File: config.mk
export PLATFORM = sky130hd
export DESIGN_NAME = regfile_wb_arbiter
export DESIGN_NICKNAME = d
export VERILOG_FILES = /design/src/rtl/regfile_wb_arbiter.sv
export SDC_FILE = /design/constraint.sdc
export NUM_CORES = 1
export LEC_CHECK = 0
export CAP_MARGIN = 20
export CORE_AREA = 3 3 121 123
export DETAILED_ROUTE_END_ITERATION = 10
export DIE_AREA = 0 0 124 126
export PLACE_DENSITY_LB_ADDON = 0.3
export SLEW_MARGIN = 20
export SYNTH_ARGS = -nofsm -noshare
export SYNTH_HDL_FRONTEND = slang
export SYNTH_SLANG_ARGS = --single-unit
File: constraint.sdc
create_clock -name clk -period 1.65 [get_ports clk]
set_input_delay 0.2475 -clock clk [delete_from_list [all_inputs] [get_ports clk]]
set_output_delay 0.2475 -clock clk [all_outputs]
set_load 0.05 [all_outputs]
File: src/rtl/regfile_wb_arbiter.sv
`default_nettype none
// ============================================================================
// Module      : regfile_wb_arbiter
// Description : Round-robin arbiter sharing one regfile write port between
//               an ALU writeback (A) and a load writeback (B). Grants at
//               most one write per cycle into a single output register and
//               counts contention cycles with a saturating counter.
// Revision    : 1.0 - initial release
// ============================================================================
module regfile_wb_arbiter (
    input  logic        clk,
    input  logic        reset,
    input  logic        a_valid,
    input  logic [4:0]  a_addr,
    input  logic [63:0] a_data,
    output logic        a_ready,
    input  logic        b_valid,
    input  logic [4:0]  b_addr,
    input  logic [63:0] b_data,
    output logic        b_ready,
    output logic        we3,
    output logic [4:0]  wa3,
    output logic [63:0] wd3,
    output logic [31:0] pend,
    output logic [15:0] conflicts
);

    // X31 is the zero register: writes are acknowledged but never performed
    localparam logic [4:0]  XZR_ADDR      = 5'd31;
    localparam logic [15:0] CONFLICTS_MAX = 16'hFFFF;

    typedef enum logic {
        PRIO_A = 1'b0,
        PRIO_B = 1'b1
    } prio_t;

    prio_t       prio_q, prio_d;
    logic        we3_q, we3_d;
    logic [4:0]  wa3_q, wa3_d;
    logic [63:0] wd3_q, wd3_d;
    logic [15:0] conflicts_q, conflicts_d;

    logic        grant_a;
    logic        grant_b;

    // Grant decision: depends only on valids, priority and reset, never on addr/data
    always_comb begin
        grant_a = 1'b0;
        grant_b = 1'b0;
        if (!reset) begin
            grant_a = a_valid && (!b_valid || (prio_q == PRIO_A));
            grant_b = b_valid && (!a_valid || (prio_q == PRIO_B));
        end
    end

    // Next-state for priority, output stage and contention counter
    always_comb begin
        prio_d      = prio_q;
        we3_d       = 1'b0;
        wa3_d       = wa3_q;
        wd3_d       = wd3_q;
        conflicts_d = conflicts_q;

        if (grant_a) begin
            prio_d = PRIO_B;
            we3_d  = (a_addr != XZR_ADDR);
            wa3_d  = a_addr;
            wd3_d  = a_data;
        end else if (grant_b) begin
            prio_d = PRIO_A;
            we3_d  = (b_addr != XZR_ADDR);
            wa3_d  = b_addr;
            wd3_d  = b_data;
        end

        if (a_valid && b_valid && (conflicts_q != CONFLICTS_MAX)) begin
            conflicts_d = conflicts_q + 16'd1;
        end
    end

    // State register with synchronous reset; reset discards any staged write
    always_ff @(posedge clk) begin
        if (reset) begin
            prio_q      <= PRIO_A;
            we3_q       <= 1'b0;
            wa3_q       <= 5'd0;
            wd3_q       <= 64'd0;
            conflicts_q <= 16'd0;
        end else begin
            prio_q      <= prio_d;
            we3_q       <= we3_d;
            wa3_q       <= wa3_d;
            wd3_q       <= wd3_d;
            conflicts_q <= conflicts_d;
        end
    end

    // Output decode; we3 is never set for X31, so pend bit 31 stays clear
    always_comb begin
        a_ready   = grant_a;
        b_ready   = grant_b;
        we3       = we3_q;
        wa3       = wa3_q;
        wd3       = wd3_q;
        conflicts = conflicts_q;
        pend      = we3_q ? (32'h1 << wa3_q) : 32'h0;
    end

endmodule
`default_nettype wire

### Word-level counts from Yosys, hierarchy flattened

Index checks and enable logic that the tools add are counted.

* bits in registers: 87
* output and inout bits: 120
* logic and storage cells: 31

* add/subtract/negate cells: 1
* equality and inequality tests: 3
* shifts and indexed selects: 1
* muxes and demuxes: 11
* bitwise logic cells: 1
* reduce and logical (&&, ||, !) cells: 9

Operators with widths (number)
* $mux W64: 2
* $mux W32: 1
* $shl A1 B5 Y32 const A: 1
* $add A16 B1 Y16 const B: 1
* $ne A16 B16 Y1 const B: 1
* $mux W5: 2
* $ne A5 B5 Y1 const B: 2
* $mux W1: 6
* $logic_and A1 B1 Y1: 4
* $logic_not A1 Y1: 2
* $logic_or A1 B1 Y1: 2
* $reduce_bool A2 Y1: 1
* $not A1 Y1: 1

### Depth between registers and ports, before layout

Gate-level depths: netlist (run 1).

* depth after elaboration: 6
* gate-level depth with buffers: 7
* mapped depth without buffers: 5

### Worst setup path before layout (run 1)

OpenSTA, ideal clock, no wires.

* path type: register -> output
* from: reg wa3_q[0], in the netlist wa3[0]
* to: out pend[19]
* data arrival time: 2284 ps
* data required time: 1402 ps
* path slack: -882 ps
* stages on the path, launching flop included: 4
* buffers on the path: 1
* cell sequence: dfxtp_1 -> clkbuf_1 -> nand4_1 -> nor3_1

* longest elaborated chain between the ends: 2

Ends and longest elaborated chain
* from (decl): line 39 `logic [4:0] wa3_q, wa3_d;`
* from (signal assigned): line 92 `wa3_q <= wa3_d;`
* $shl A1 B5 Y32: line 106 `pend = we3_q ? (32'h1 << wa3_q) : 32'h0;`
* $mux W32: line 106
* to (decl): line 24 `output logic [31:0] pend,`

Every way passes these cells.

### Final worst setup path (run 1)

* from: reg we3_q, in the netlist we3
* to: out pend[9]

* longest elaborated chain between the ends: 1

Ends and longest elaborated chain
* from (decl): line 38 `logic we3_q, we3_d;`
* from (signal assigned): line 91 `we3_q <= we3_d;`
* $mux W32: line 106

Every way passes these cells.

==> results of run 1 <==
[routing by layer]
| metal | vias up | GRT usage (%) | routed length, um |
|---|---|---|---|
| met3 | 24 | 4.71 | 1180 |
| met2 | 176 | 37.5 | 8930 |
| met1 | 2290 | 23.1 | 6000 |
| met5 | - | 0 | 0 |
| li1 | 2352 | - | - |
| met4 | 0 | 6.51 | 365 |
[sequential cells by signal (all words and copies together) (netlist names)]
register,cells
wd3,64
conflicts,16
wa3,5
prio_q,1
we3,1
[report_power, final]
part | switching, mW | leakage [nW] | internal [mW]
registers | 0.104 | 0.731 | 2.24
clock network | 0.809 | 0.140 | 1.10
logic | 1.16 | 2.43 | 0.908
total | 2.07 | 3.30 | 4.25
[how the worst max path moves through the flow]
stage,to,slack (ns),depth (start not counted)
finish,pend[9],-0.12,5
global placement,wd3[17],-0.34,7
detailed placement,wd3[4],-0.39,7
floorplan,pend[19],-0.16,3
global route,pend[9],-0.19,5
CTS,pend[25],-0.11,5
[what timing repair did]
item | CTS | global route
endpoints found under the hold margin | 0 | 0
pin swaps | 16 | 16
resized for setup | 27 | 22
endpoints found under the setup margin | 32 | 34
buffers inserted | 13 | 2
[cell usage in the layout, fill, tap and decap left out, types with 5 or more instances in the layout]
master / instances
buf_6: 8
dfxtp_2: 15
buf_4: 130
clkbuf_16: 9
a211oi_2: 67
nand4_1: 9
buf_12: 45
nor3_4: 8
dfxtp_1: 64
a21oi_1: 10
nor2_4: 25
nor2b_1: 5
clkdlybuf4s50_1: 138
nand2_1: 6
dfxtp_4: 8
mux2i_1: 70
nor2_1: 80
nand3_1: 6
[logic make-up after synthesis]
| family | count (synthesis) | synth area share, % |
|---|---|---|
| AOI/OAI and AO/OA | 98 | 22.1 |
| adders and majority gates | 1 | 0.264 |
| buffers and inverters | 43 | 6.72 |
| DFF | 87 | 36.8 |
| muxes | 73 | 15.5 |
| and+or+nand+nor | 181 | 18.6 |
[critical path, cell delays in order, from the launching register on]
cell and delay (ns):
dfxtp_4 0.34, nor2b_4 0.21, nand3b_1 0.20, buf_4 0.20, nor2_4 0.10, buf_12 0.14
[area by class of cell]
type	count	area, um2
clock buffer	13	260
clock inverter	3	18.8
fill	1066	5010
inverter	2	7.51
multi-input combinational	353	3090
sequential	87	1790
tap	180	225
timing repair buffer	323	3370
==> impl_metrics.csv, run 1 <==
group,metric,value,unit
clock_tree,cts_root_buf,"clkbuf_16",
detailed_routing,detail-route-antenna-nets,0,
clock_tree,cts_sinks,87,
logic_synthesis,ys_warn_count,0,
placed_design,place.detailed.hpwl,12900,um
floorplanning,core,13800,um2
job,maxCapViolCount,0,
logic_synthesis,yosys-top-cells-area,"dfxtp_1 37%, a211oi_2 18%, mux2i_1 15%, nor2_1 8.5%, buf_12 2.5%",
detailed_routing,drtIter0Drc,124,
setup_path,worstSetupEndpointType,"output pin",
logic_synthesis,yosysMostFrequentCell,"nor2_1",
timing,fin_ws,-0.122,ns
layout,areaGrowthSynthToFinish,85.1,%
timing,setup_violations,17,
setup_path,reg2reg_depth,6,
timing,slew-limit-headroom,62.7,%
clock_tree,worstSkewPairLatency,0.33,ns
logic_synthesis,ys_types,50,
timing,worst_slew_pin_slew,0.559,ns
placed_design,dp_cells,931,
detailed_routing,vias,4842,
power,p_per_area,721,nW/um2
grt,grt_max_degree,47,
outcome,violations,"negative setup slack",
grt,grt_pass1_wl,25600,um
detailed_routing,viasPerCell,5.04,
logic_synthesis,synth-main-ff-cell,"dfxtp_1",
setup_path,start_kind,"flip-flop",
power,power.leakage,3.30,nW
floorplanning,initial_core_util,34.4,%
logic_synthesis,syn_inst,483,
floorplanning,die-width,124,um
setup_path,crit_path_start,"we3",
logic_synthesis,synth_edf_count,0,
layout,final_util,63.6,%
timing,fin_hold_ws,0.168,ns
detailed_routing,firstDrtPassIters,4,
logic_synthesis,synth_nets,626,
detailed_routing,wl_per_cell,17.1,um
clock_tree,path_clk_slew,0.06,ns
grt,antenna_found_initial,0,
logic_synthesis,ys_async_sr_fraction,0,%
setup_path,cp_data_required_time,1.40,ns
setup_path,critical_path_class,"reg2out",
logic_synthesis,ys_ff_latch,87,
placed_design,dp_worst_setup_slack,-0.395,ns
grt,grt_usage,20.5,%
hold_path,holdPathStages,2,
clock_tree,numCtsBuffers,9,
floorplanning,rows,43,
timing,fin_crit,1.77,ns
floorplanning,fp.dieH,126,um
outcome,status,"finished with violations",
layout,drive_gt1_share,45.1,%
placed_design,port_buffers,261,
grt,first_global_vias,5097,
layout,layout.cells.non_filler,961,
timing,grt_setup_unrepaired,"yes",
power,ir_drop,0.413,mV
placed_design,placed_cell_area,8180,um2
timing,maxSlewViolCount,0,
grt,overflow,0,
detailed_routing,route.detailed.drc,0,
detailed_routing,drt-total-wl,16500,um
logic_synthesis,ys_seq_area_share,36.8,%
setup_path,critPathMaxFanout,4,
timing,clock_skew,0.00487,ns
clock_tree,cts_tree,"done",
layout,n_antenna_cell,0,
logic_synthesis,synth_area_per_cell,9.80,um2
setup_path,arrival,1.52,ns
setup_path,r2r-end,"wd3[3]",
logic_synthesis,syn-cell-area,4730,um2
logic_synthesis,synth_common_cells,"107 x nor2_1, 87 x dfxtp_1, 70 x mux2i_1",
clock_tree,h-tree-depth,3,
floorplanning,dieArea,15600,um2
timing,finalHoldViolCount,0,
layout,nets,919,
layout,fin_area,8760,um2
hold_path,min_path_type,"in2reg",
setup_path,worst-r2r-setup-slack,0.04,ns
hold_path,min_to,"conflicts[4]",
setup_path,reg2reg_from,"prio_q",
hold_path,worstHoldStart,"reset",
clock_tree,clock_path_buffers,2,
power,finalPower,6.32,mW
timing,fin_setup_tns,-0.742,ns
logic_synthesis,yosysTopAreaCell,"dfxtp_1",
clock_tree,postCtsHoldBufs,0,
timing,timing.fmax,564,MHz
floorplanning,io_pins,262,
logic_synthesis,synth_top_cell_area_share,36.8,%
timing,period_share,107,%
placed_design,routabilityCongestion,0.840,
(Power assumes the default switching activity.)
==> run 2: changes to the inputs <==
Settings changed: CORE_AREA 3 3 121 123 to 3 3 92 160, DIE_AREA 0 0 124 126 to 0 0 95 163, HOLD_SLACK_MARGIN set to 0.15.
==> run 2 against run 1 <==
Against the previous run:
- the run still ends with negative setup slack left
- via count increased by 1.1%
- worst setup slack improved by 0.069 ns
- combinational power hardly changed
- register-to-register slack hardly changed
- worst hold slack improved by 0.32 ns
==> impl_metrics.csv, run 2 (same netlist as run 1, synthesis figures left out) <==
group,metric,value,unit
detailed_routing,route.detailed.drc,0,
timing,timing.fmax,587,MHz
layout,n_antenna_cell,0,
detailed_routing,drt-total-wl,17000,um
setup_path,critPathMaxFanout,4,
job,maxCapViolCount,0,
hold_path,min_path_type,"in2reg",
layout,drive_gt1_share,45.0,%
floorplanning,io_pins,262,
detailed_routing,viasPerCell,5.15,
timing,fin_crit,1.70,ns
layout,areaGrowthSynthToFinish,84.8,%
clock_tree,worstSkewPairLatency,0.33,ns
placed_design,place.detailed.hpwl,13200,um
grt,overflow,0,
timing,maxSlewViolCount,0,
placed_design,placed_cell_area,8050,um2
setup_path,start_kind,"flip-flop",
layout,nets,916,
placed_design,routabilityCongestion,0.858,
placed_design,port_buffers,261,
setup_path,critical_path_class,"reg2out",
setup_path,cp_num_buf_inv,2,
detailed_routing,drtIter0Drc,141,
layout,final_util,64.7,%
floorplanning,core,13500,um2
power,power.leakage,3.30,nW
outcome,status,"finished with violations",
setup_path,crit_path_max_incr_delay,0.35,ns
timing,finalHoldViolCount,0,
clock_tree,h-tree-depth,3,
clock_tree,postCtsHoldBufs,0,
detailed_routing,firstDrtPassIters,7,
floorplanning,dieArea,15500,um2
timing,fin_hold_ws,0.486,ns
layout,fin_area,8740,um2
power,p_per_area,720,nW/um2
timing,clock_skew,0.00960,ns
layout,final_common_cell,"clkdlybuf4s50_1",
setup_path,crit_chain,"nor2b_4, buf_4, nand3_4, nor3_4, buf_12",
grt,grt_pass1_wl,25400,um
detailed_routing,wl_per_cell,17.9,um
clock_tree,cts_sinks,87,
grt,grt_usage,20.7,%
power,ir_drop,0.441,mV
placed_design,dp_cells,910,
timing,fin_ws,-0.0530,ns
placed_design,dp_worst_setup_slack,-0.493,ns
layout,largest_reg_flops,64,
layout,layout.cells.non_filler,951,
floorplanning,initial_core_util,35.0,%
timing,period_share,103,%
timing,slew-limit-headroom,71.4,%
setup_path,worstSetupEndpointType,"output pin",
setup_path,cp_data_required_time,1.40,ns
floorplanning,die-width,95,um
setup_path,worst_path_max_delay_cell,"dfxtp_4",
floorplanning,fp.dieH,163,um
layout,multiInputGateArea,3100,um2
floorplanning,rows,56,
detailed_routing,vias,4897,
grt,first_global_vias,4912,
layout,layout_common_cells,"138 x clkdlybuf4s50_1, 126 x buf_4, 81 x nor2_1",
grt,grt_max_degree,70,
timing,worst_slew_pin_slew,0.428,ns
detailed_routing,detail-route-antenna-nets,0,
layout,fill_cells,1073,
setup_path,arrival,1.46,ns
timing,grt_setup_unrepaired,"yes",
clock_tree,clock_path_buffers,2,
grt,antenna_found_initial,0,
outcome,violations,"negative setup slack",
layout,seqCellArea,1790,um2
clock_tree,cts_tree,"done",
timing,fin_setup_tns,-0.260,ns
clock_tree,numCtsBuffers,9,
setup_path,crit_family,"simple AND/OR/NAND/NOR gates",
timing,setup_violations,10,
clock_tree,cts_root_buf,"clkbuf_16",
power,finalPower,6.29,mW
clock_tree,path_clk_slew,0.06,ns
run 2: cell count changes in the layout (fill, tap and decap cells not counted), sizes merged:
| cell | before | now |
|---|---|---|
| clkinvlp | 0 | 2 |
| buf | 183 | 179 |
| clkinv | 3 | 1 |
| clkbuf | 13 | 10 |
| inv | 2 | 5 |
run 2: repair_timing:
item | 4_1_cts | 5_1_grt
setup buffers | 13 | 13
resized for setup | 24 | 26
setup endpoints to repair | 103 | 37
gates cloned | 0 | 1
pin swaps | 11 | 15
run 2: power by group:
part	switching, mW	leakage [nW]	internal, mW
registers	0.100	0.731	2.24
clock network	0.856	0.129	1.02
logic	1.16	2.44	0.914
run 2: area by class of cell:
type	count	share of cell area, %
repair buffers	320	38.5
flip-flops and latches	87	20.5
well taps	174	2.49
clock buffers	9	2.58
inverters	2	0.0859
clock inverters	6	0.501
multi-input cells	353	35.4
run 2: worst paths after layout:
check                           slack (ns)    startpoint           end  cells past startpoint
worst max-delay path                 -0.05           we3      pend[20]                      5
worst min-delay path                  0.49         reset  conflicts[4]                      3
worst max register to register        0.05  conflicts[0]  conflicts[4]                      6
worst min register to register        0.51       wd3[40]       wd3[40]                      2
run 2: layer usage:
metal,share of wire (%),vias to the layer above,track usage [%],routed length (um)
met2,58,195,40.6,9810
met3,6.5,31,4.48,1110
met5,0,-,0,0
li1,-,2338,-,-
met1,33,2333,20.5,5630
met4,2.8,0,7.75,480
run 2: worst register-to-register path: cells and delay by family (launching register included):
family,cells,cell delay [ns]
buffers and inverters,1,0.17
and+or+nand+nor,3,0.71
adders and majority gates,1,0.17
AOI/OAI and AO/OA,1,0.13
DFF,1,0.35
